[config.mk]
export PLATFORM = sky130hd
export DESIGN_NAME = interrupt_claim_complete_arbiter
export DESIGN_NICKNAME = d
export VERILOG_FILES = /design/src/rtl/interrupt_claim_complete_arbiter.sv
export SDC_FILE = /design/constraint.sdc
export NUM_CORES = 1
export LEC_CHECK = 0
export CORE_AREA = 8 8 442 444
export CTS_CLUSTER_DIAMETER = 40
export CTS_CLUSTER_SIZE = 28
export DETAILED_ROUTE_END_ITERATION = 12
export DIE_AREA = 0 0 450 452
export HOLD_SLACK_MARGIN = 0.12
export SYNTH_ARGS = -nofsm -noshare
export SYNTH_HDL_FRONTEND = slang
export SYNTH_SLANG_ARGS = --single-unit
[constraint.sdc]
create_clock -name clk -period 9.15 [get_ports clk]
set_input_delay 1.83 -clock clk [delete_from_list [all_inputs] [get_ports clk]]
set_output_delay 1.83 -clock clk [all_outputs]
set_load 0.005 [all_outputs]
[src/rtl/interrupt_claim_complete_arbiter.sv]
// Claim/complete side of the interrupt controller: scans pending sources one per cycle,
// notifies the core of the strongest candidate, and manages the claim/complete handshake.
module interrupt_claim_complete_arbiter #(
    parameter int N_interrupts = 32
) (
    input  logic                          clk,
    input  logic                          n_rst,
    input  logic [N_interrupts-1:0]       pending_interrupts,
    input  logic [N_interrupts-1:0][31:0] interrupt_priority_regs,
    input  logic [2:0]                    priority_threshold,
    input  logic                          claim_ren,
    input  logic                          complete_wen,
    input  logic [31:0]                   complete_wdata,
    output logic [31:0]                   claim_id,
    output logic                          interrupt_req,
    output logic [N_interrupts-1:0]       active_interrupt,
    output logic                          interrupt_claimed
);

    localparam int IDX_W = (N_interrupts > 1) ? $clog2(N_interrupts) : 1;
    localparam logic [IDX_W-1:0] LAST_IDX = IDX_W'(N_interrupts - 1);

    typedef enum logic [2:0] {
        IDLE,
        SCAN,
        NOTIFY,
        CLAIM,
        SERVICE
    } state_t;

    state_t                  state_q, state_d;
    logic [IDX_W-1:0]        idx_q, idx_d;
    logic [31:0]             best_id_q, best_id_d;
    logic [2:0]              best_prio_q, best_prio_d;
    logic [31:0]             claim_id_q, claim_id_d;
    logic                    req_q, req_d;
    logic                    claimed_q, claimed_d;
    logic [N_interrupts-1:0] active_q, active_d;

    logic [N_interrupts-1:0][2:0]  prio3;
    logic [N_interrupts-1:0][28:0] prio_hi;
    logic [N_interrupts-1:0]       best_onehot;
    logic                          unused_prio_hi;

    // Only the low three priority bits take part in arbitration.
    generate
        for (genvar gi = 0; gi < N_interrupts; gi++) begin : g_src
            assign prio3[gi]       = interrupt_priority_regs[gi][2:0];
            assign prio_hi[gi]     = interrupt_priority_regs[gi][31:3];
            assign best_onehot[gi] = (best_id_q == 32'(gi + 1));
        end
    endgenerate
    assign unused_prio_hi = ^prio_hi;

    logic        cur_wins;
    logic [2:0]  cur_prio;
    logic [31:0] cur_id;

    assign cur_prio = prio3[idx_q];
    assign cur_id   = 32'(idx_q) + 32'd1;
    // Strict compare against the running best keeps the lower ID on ties.
    assign cur_wins = pending_interrupts[idx_q]
                   && (cur_prio > priority_threshold)
                   && (cur_prio > best_prio_q);

    always_comb begin
        state_d     = state_q;
        idx_d       = idx_q;
        best_id_d   = best_id_q;
        best_prio_d = best_prio_q;
        claim_id_d  = claim_id_q;
        req_d       = req_q;
        claimed_d   = 1'b0;
        active_d    = '0;
        case (state_q)
            IDLE: begin
                if (|pending_interrupts) begin
                    state_d     = SCAN;
                    idx_d       = '0;
                    best_id_d   = '0;
                    best_prio_d = '0;
                end
            end
            SCAN: begin
                if (cur_wins) begin
                    best_id_d   = cur_id;
                    best_prio_d = cur_prio;
                end
                if (idx_q == LAST_IDX) begin
                    if (best_id_d != 32'd0) begin
                        state_d    = NOTIFY;
                        req_d      = 1'b1;
                        claim_id_d = best_id_d;
                    end else begin
                        state_d = IDLE;
                    end
                end else begin
                    idx_d = idx_q + 1'b1;
                end
            end
            NOTIFY: begin
                // A claim in the same cycle as a threshold raise still wins.
                if (claim_ren) begin
                    state_d   = CLAIM;
                    req_d     = 1'b0;
                    claimed_d = 1'b1;
                    active_d  = best_onehot;
                end else if (priority_threshold >= best_prio_q) begin
                    state_d    = IDLE;
                    req_d      = 1'b0;
                    claim_id_d = '0;
                end
            end
            CLAIM: begin
                state_d = SERVICE;
            end
            SERVICE: begin
                if (complete_wen && (complete_wdata == claim_id_q)) begin
                    state_d    = IDLE;
                    claim_id_d = '0;
                end
            end
            default: begin
                state_d = IDLE;
            end
        endcase
    end

    always_ff @(posedge clk or negedge n_rst) begin
        if (!n_rst) begin
            state_q     <= IDLE;
            idx_q       <= '0;
            best_id_q   <= '0;
            best_prio_q <= '0;
            claim_id_q  <= '0;
            req_q       <= 1'b0;
            claimed_q   <= 1'b0;
            active_q    <= '0;
        end else begin
            state_q     <= state_d;
            idx_q       <= idx_d;
            best_id_q   <= best_id_d;
            best_prio_q <= best_prio_d;
            claim_id_q  <= claim_id_d;
            req_q       <= req_d;
            claimed_q   <= claimed_d;
            active_q    <= active_d;
        end
    end

    // The claim register reads 0 during the claim pulse cycle and outside notify/service.
    assign claim_id          = (state_q == CLAIM) ? 32'd0 : claim_id_q;
    assign interrupt_req     = req_q;
    assign active_interrupt  = active_q;
    assign interrupt_claimed = claimed_q;

endmodule

==> results_dict.tcl, run 1 <==
set metrics [dict create \
    max_freq_ghz 0.157 \
    setup_viol 0 \
    num_vias 5709 \
    design.core.area_um2 189000 \
    io_buffers 232 \
    tns_ns 0 \
    grt_max_degree 69 \
    ys_async_sr_fraction_pct 100 \
    rr_startpoint "idx_q[1]$_DFFE_PN0P_" \
    yosysMostFrequentCell "dfrtp_1" \
    clockPowerShare_pct 16.3 \
    antenna_left 0 \
    cp.arrival_ns 6.67 \
    reg2reg_to "claim_id_q[25]$_DFFE_PN0P_" \
    crit_type "in2reg" \
    peakVddDrop_uv 144 \
    fin_cells 3394 \
    fillers 22200 \
    synth_edf_count 0 \
    p_int_w 0.00133 \
    insertion_delay_ns 0.39 \
    synth_area_leaders "dfrtp_1, mux2i_1, and2_1" \
    whs_endpoint "best_prio_q[1]$_DFFE_PN0P_" \
    holdWs_ns 0.496 \
    grt_pass1_vias 6134 \
    holdPathStages 2 \
    drv_slew 0 \
    dpl.hpwl_um 35600 \
    cts_buffer_depth 2 \
    cts.clk_slew.worst_paths_ns 0.09 \
    startpoint "interrupt_priority_regs[706]" \
    hold_class "reg2reg" \
    cp_data_required_time_ns 9.44 \
    placed_cells 3369 \
    rows 160 \
    hold_start "best_prio_q[1]$_DFFE_PN0P_" \
    synthCells 638 \
    wl_met1_um 11400 \
    synth_common_cells "dfrtp_1, mux2i_1, and2_1" \
    cts_resized 0 \
    synth_largest_area_cell "dfrtp_1" \
    area_growth_pct 88.9 \
    die_area_um2 203000 \
    root_buffer "clkbuf_16" \
    numCtsBuffers 9 \
    cts_setup_buffers 0 \
    post-route-period-util_pct 69.7 \
    antenna_found_initial 18 \
    synth_fp_nets 1744 \
    layout-drive-gt1-share_pct 9.04 \
    viasPerCell 1.68 \
    rsz0062_at_grt "false" \
    p_leak_nw 3.92 \
    drt-initial-drc-count 280 \
    rr_worst_depth 17 \
    synth_area_um2 6500 \
    synth_warnings 0 \
    drv_cap 0 \
    power_switching_w 0.00129 \
    tightest_slew_ns 1.00 \
    syn_area_per_cell_um2 10.2 \
    grt_pass1_wl_um 52100 \
    io_pins 1161 \
    synth_ff_type "dfrtp_1" \
    grt_overflow_total 0 \
    fp.dieW_um 450 \
    maxSlewHeadroom_pct 33.1 \
    synth_cell_type_count 63 \
    cts_tree "built" \
    reg2reg_slack_ns 3.00 \
    routed_wl_um 40100 \
    status "completed" \
    wl_met2_um 24900 \
    combPwrFrac_pct 56.6 \
    swShare_pct 49.3 \
    initial_core_util_pct 3.45 \
    groute.usage.overall_pct 3.82 \
    h-tree-depth 3 \
    seqPwrFrac_pct 27.1 \
    wire_per_inst_um 11.8 \
    fin_skew_ns 0.0180 \
    critPathLaunchType "input port" \
    fin_nets 1975 \
    fin_crit_ns 6.38 \
    synth_top_area_share_pct 41.9 \
    dr_wl_met3_um 1020 \
    dr.max_layer_used "met5" \
    powerDensity_nw_per_um2 213 \
    drc 0 \
    cts.sinks 109 \
    end_kind "flop" \
    place.gp.congestion 0.751 \
    seq_area_frac_synth_pct 41.9 \
    hold_violations 0 \
    fp.dieH_um 452 \
    dr.pass1.iters 4 \
    cts_hold_buf 0 \
    cp_max_fo 20 \
    ys_ff_latch 109 \
]
==> sequential cells by signal, summed over array words and instances, names as in the netlist <==
name / flops
idx_q: 5
active_interrupt: 32
interrupt_req: 1
claim_id_q: 32
best_prio_q: 3
interrupt_claimed: 1
state_q: 3
best_id_q: 32
==> cells in the final DEF, fill, tap and decap left out, types with 17 or more instances in the layout <==
cell | Yosys | layout
nor4_1 | 22 | 18
nor2_1 | 49 | 49
and2_1 | 56 | 56
mux2i_1 | 67 | 67
clkdlybuf4s50_1 | 0 | 231
dfrtp_1 | 109 | 107
nand2_1 | 53 | 53
xor2_1 | 27 | 27
a21oi_1 | 17 | 17
buf_4 | 3 | 22
inv_1 | 39 | 39
==> metrics by stage <==
step	setup slack [ns]	area, um^2	total power, W	utilization (%)
after global routing	2.34	12300	0.00282	6.50
after floorplan	4.40	6500	0.00149	-
after detailed placement	2.08	11900	0.00228	6.33
after CTS	2.50	12300	0.00273	6.50
final	2.77	12300	0.00262	6.51
after global placement	2.20	11900	0.00226	6.33
==> critical path: stages <==
cell             delay [ns]
clkdlybuf4s50_1        0.41
mux2i_1                0.21
o221ai_1               0.24
buf_4                  0.26
o22ai_1                0.17
nor2_1                 0.07
a21oi_1                0.62
inv_1                  0.17
ha_1                   0.35
o21a_1                 0.12
o211ai_1               0.20
nor2_1                 0.52
a211oi_4               0.19
nor3_4                 0.51
buf_4                  0.47
mux2i_1                0.27
==> worst max-delay path by stage <==
stage	to
global route	claim_id_q[25]$_DFFE_PN0P_
CTS	claim_id_q[25]$_DFFE_PN0P_
detailed placement	claim_id_q[25]$_DFFE_PN0P_
floorplan	claim_id_q[5]$_DFFE_PN0P_
global placement	claim_id_q[12]$_DFFE_PN0P_
finish	claim_id_q[25]$_DFFE_PN0P_
==> metal layers <==
metal  vias up  global-route usage, %
met2       150                   8.47
met5         -                      0
met3        51                  0.430
met1      2781                   3.07
met4         2                   2.25
li1       2725                      -
==> cells by family after synthesis <==
family	share of synthesized area (%)
mux	15.0
compound gates	9.20
buf+inv	6.08
flops	41.9
xor+xnor	4.71
fa+ha+maj	2.12
simple gates	20.9
==> cell type report <==
class                      instances  area [um^2]  share of cell area (%)
antenna                            9         22.5                   0.183
inverter                          39          146                    1.19
clock buffer                       9          225                    1.83
tap                             2511         3140                    25.6
multi-input combinational        457         3440                    28.0
sequential                       109         2730                    22.2
clock inverter                     7         93.8                   0.764
timing repair buffer             253         2480                    20.2
==> power by group through the flow <==
stage | registers [W] | logic, W | clock network, W
3_3_place_gp | 0.000728 | 0.00154 | 0
2_1_floorplan | 0.000609 | 0.000877 | 0
5_1_grt | 0.000726 | 0.00163 | 0.000459
6_report | 0.000708 | 0.00148 | 0.000426
3_5_place_dp | 0.000730 | 0.00155 | 0
4_1_cts | 0.000721 | 0.00156 | 0.000450
Note: power is estimated with default switching activity, not from simulation.
==> run 2: changes to the inputs <==
--- a/config.mk
+++ b/config.mk
@@ -5,11 +5,11 @@
 export SDC_FILE = /design/constraint.sdc
 export NUM_CORES = 1
 export LEC_CHECK = 0
-export CORE_AREA = 8 8 442 444
+export CORE_AREA = 8 8 445 447
 export CTS_CLUSTER_DIAMETER = 40
 export CTS_CLUSTER_SIZE = 28
 export DETAILED_ROUTE_END_ITERATION = 12
-export DIE_AREA = 0 0 450 452
+export DIE_AREA = 0 0 453 455
 export HOLD_SLACK_MARGIN = 0.12
 export SYNTH_ARGS = -nofsm -noshare
 export SYNTH_HDL_FRONTEND = slang
==> constraint.sdc (replaced) <==
create_clock -name clk -period 5.75 [get_ports clk]
set_input_delay 1.15 -clock clk [delete_from_list [all_inputs] [get_ports clk]]
set_output_delay 1.15 -clock clk [all_outputs]
set_load 0.005 [all_outputs]
==> run 2 against run 1 <==
Against the previous run:
- via count grew 3.5%
- total power grew 65%
- setup slack lost 1.9 ns
- cell count grew 0.71%
- largest cell class unchanged
- largest power group unchanged
==> results_dict.tcl, run 2 (synthesis gave the netlist of run 1 again) <==
set metrics [dict create \
    num_vias 5910 \
    layout-drive-gt1-share_pct 10.8 \
    crit_type "reg2reg" \
    reg2reg_to "claim_id_q[5]$_DFFE_PN0P_" \
    power_switching_w 0.00214 \
    die_area_um2 206000 \
    area_growth_pct 90.8 \
    groute.usage.overall_pct 3.95 \
    antenna_left 0 \
    rr_worst_depth 16 \
    max_freq_ghz 0.204 \
    antenna_found_initial 23 \
    combPwrFrac_pct 57.8 \
    cts.sinks 109 \
    fin_crit_ns 4.90 \
    status "completed" \
    drc 0 \
    hold_violations 0 \
    tns_ns 0 \
    dr.pass1.iters 4 \
    fillers 22300 \
    hold_class "reg2reg" \
    cp.arrival_ns 5.18 \
    grt_overflow_total 0 \
    place_area_um2 12100 \
    drv_cap 0 \
    numCtsBuffers 9 \
    fp.dieW_um 453 \
    grt_pass1_wl_um 54200 \
    cp_data_required_time_ns 6.03 \
    viasPerCell 1.73 \
    post-route-period-util_pct 85.2 \
    drt-initial-drc-count 243 \
    fin_nets 1988 \
    initial_core_util_pct 3.40 \
    rr_startpoint "idx_q[0]$_DFFE_PN0P_" \
    root_buffer "clkbuf_16" \
    grt_pass1_vias 6212 \
    startpoint "idx_q[0]$_DFFE_PN0P_" \
    seqPwrFrac_pct 26.0 \
    io_buffers 232 \
    routed_wl_um 42300 \
    h-tree-depth 3 \
    cp_max_fo 28 \
    maxSlewHeadroom_pct 32.4 \
    whs_endpoint "best_prio_q[1]$_DFFE_PN0P_" \
    dpl.hpwl_um 37400 \
    layout_commonest_cell "clkdlybuf4s50_1" \
    cts_tree "built" \
    design.core.area_um2 191000 \
    swShare_pct 49.6 \
    fin_skew_ns 0.0191 \
    final_cell_mix "clkdlybuf4s50_1, dfrtp_1, mux2i_1" \
    end_kind "flop" \
    clockPowerShare_pct 16.2 \
    critPathLaunchType "flop" \
    setup_viol 0 \
    peakVddDrop_uv 199 \
    powerDensity_nw_per_um2 347 \
    drv_slew 0 \
    cts.clk_slew.worst_paths_ns 0.10 \
    holdPathStages 2 \
    insertion_delay_ns 0.40 \
    grt_max_degree 59 \
    fp.dieH_um 455 \
    cts_resized 0 \
    wire_per_inst_um 12.4 \
    tightest_slew_ns 1.01 \
    hold_start "best_prio_q[1]$_DFFE_PN0P_" \
    cts_setup_buffers 0 \
    cts_hold_buf 0 \
    io_pins 1161 \
    p_leak_nw 3.99 \
    place.gp.congestion 0.757 \
    reg2reg_slack_ns 0.85 \
    final_area_um2 12400 \
    rsz0062_at_grt "false" \
    p_int_w 0.00217 \
    rows 161 \
    cts_buffer_depth 2 \
]
-- run 2: cell count changes in the layout (fill, tap and decap cells not counted), moves of 3 or more --
cell / delta
buf_4: +12
diode_2: -4
nor4_1: -3
nor4_2: +4
-- run 2: metal layers --
layer	vias up	track usage, %	wire length [um]
met5	-	0	13
met3	61	0.411	910
li1	2744	-	-
met1	2951	3.09	12000
met2	152	8.68	26400
met4	2	2.82	2990
-- run 2: how the worst max path moves through the flow --
stage	to	slack, ns	cells after the start
after floorplan	claim_id_q[5]$_DFFE_PN0P_	1.68	14
after global placement	claim_id_q[5]$_DFFE_PN0P_	0.36	18
after detailed placement	claim_id_q[5]$_DFFE_PN0P_	0.35	18
after CTS	claim_id_q[5]$_DFFE_PN0P_	0.74	16
after global routing	claim_id_q[5]$_DFFE_PN0P_	0.54	17
final	claim_id_q[5]$_DFFE_PN0P_	0.85	16
-- run 2: cell type report --
class	count	area (um^2)	share of cell area, %
multi-input combinational	457	3450	27.8
tap	2526	3160	25.5
sequential	109	2730	22.0
timing repair buffer	266	2590	20.9
clock buffer	9	225	1.81
inverter	39	146	1.18
clock inverter	7	93.8	0.756
antenna	5	12.5	0.101
-- run 2: power by group through the flow --
| stage | Clock (W) | Combinational [W] | Sequential (W) |
|---|---|---|---|
| 2_1_floorplan | 0 | 0.00140 | 0.000969 |
| 3_3_place_gp | 0 | 0.00260 | 0.00115 |
| 3_5_place_dp | 0 | 0.00262 | 0.00116 |
| 4_1_cts | 0.000734 | 0.00263 | 0.00114 |
| 5_1_grt | 0.000750 | 0.00272 | 0.00115 |
| 6_report | 0.000700 | 0.00249 | 0.00112 |
-- run 2: stage by stage --
step	hold WS (ns)	instances	worst slack (ns)	total power [W]	utilization, %
6_report	0.487	3418	0.850	0.00431	6.49
3_3_place_gp	0.464	3397	0.361	0.00375	6.32
4_1_cts	0.490	3413	0.741	0.00451	6.48
3_5_place_dp	0.468	3397	0.345	0.00378	6.32
2_1_floorplan	0.449	638	1.68	0.00236	-
5_1_grt	0.506	3417	0.543	0.00462	6.49
-- run 2: critical path, cell delays in order (launching register included) --
cell and delay (ns):
dfrtp_4 0.85, buf_4 0.37, mux4_2 0.54, o22ai_1 0.17, nor2_1 0.07, buf_4 0.16
a21oi_1 0.18, inv_1 0.10, ha_1 0.29, nor2b_1 0.13, o21a_1 0.16, o211ai_1 0.45
nor2_1 0.27, a211oi_4 0.44, nor3_4 0.09, buf_4 0.21, mux2_4 0.30
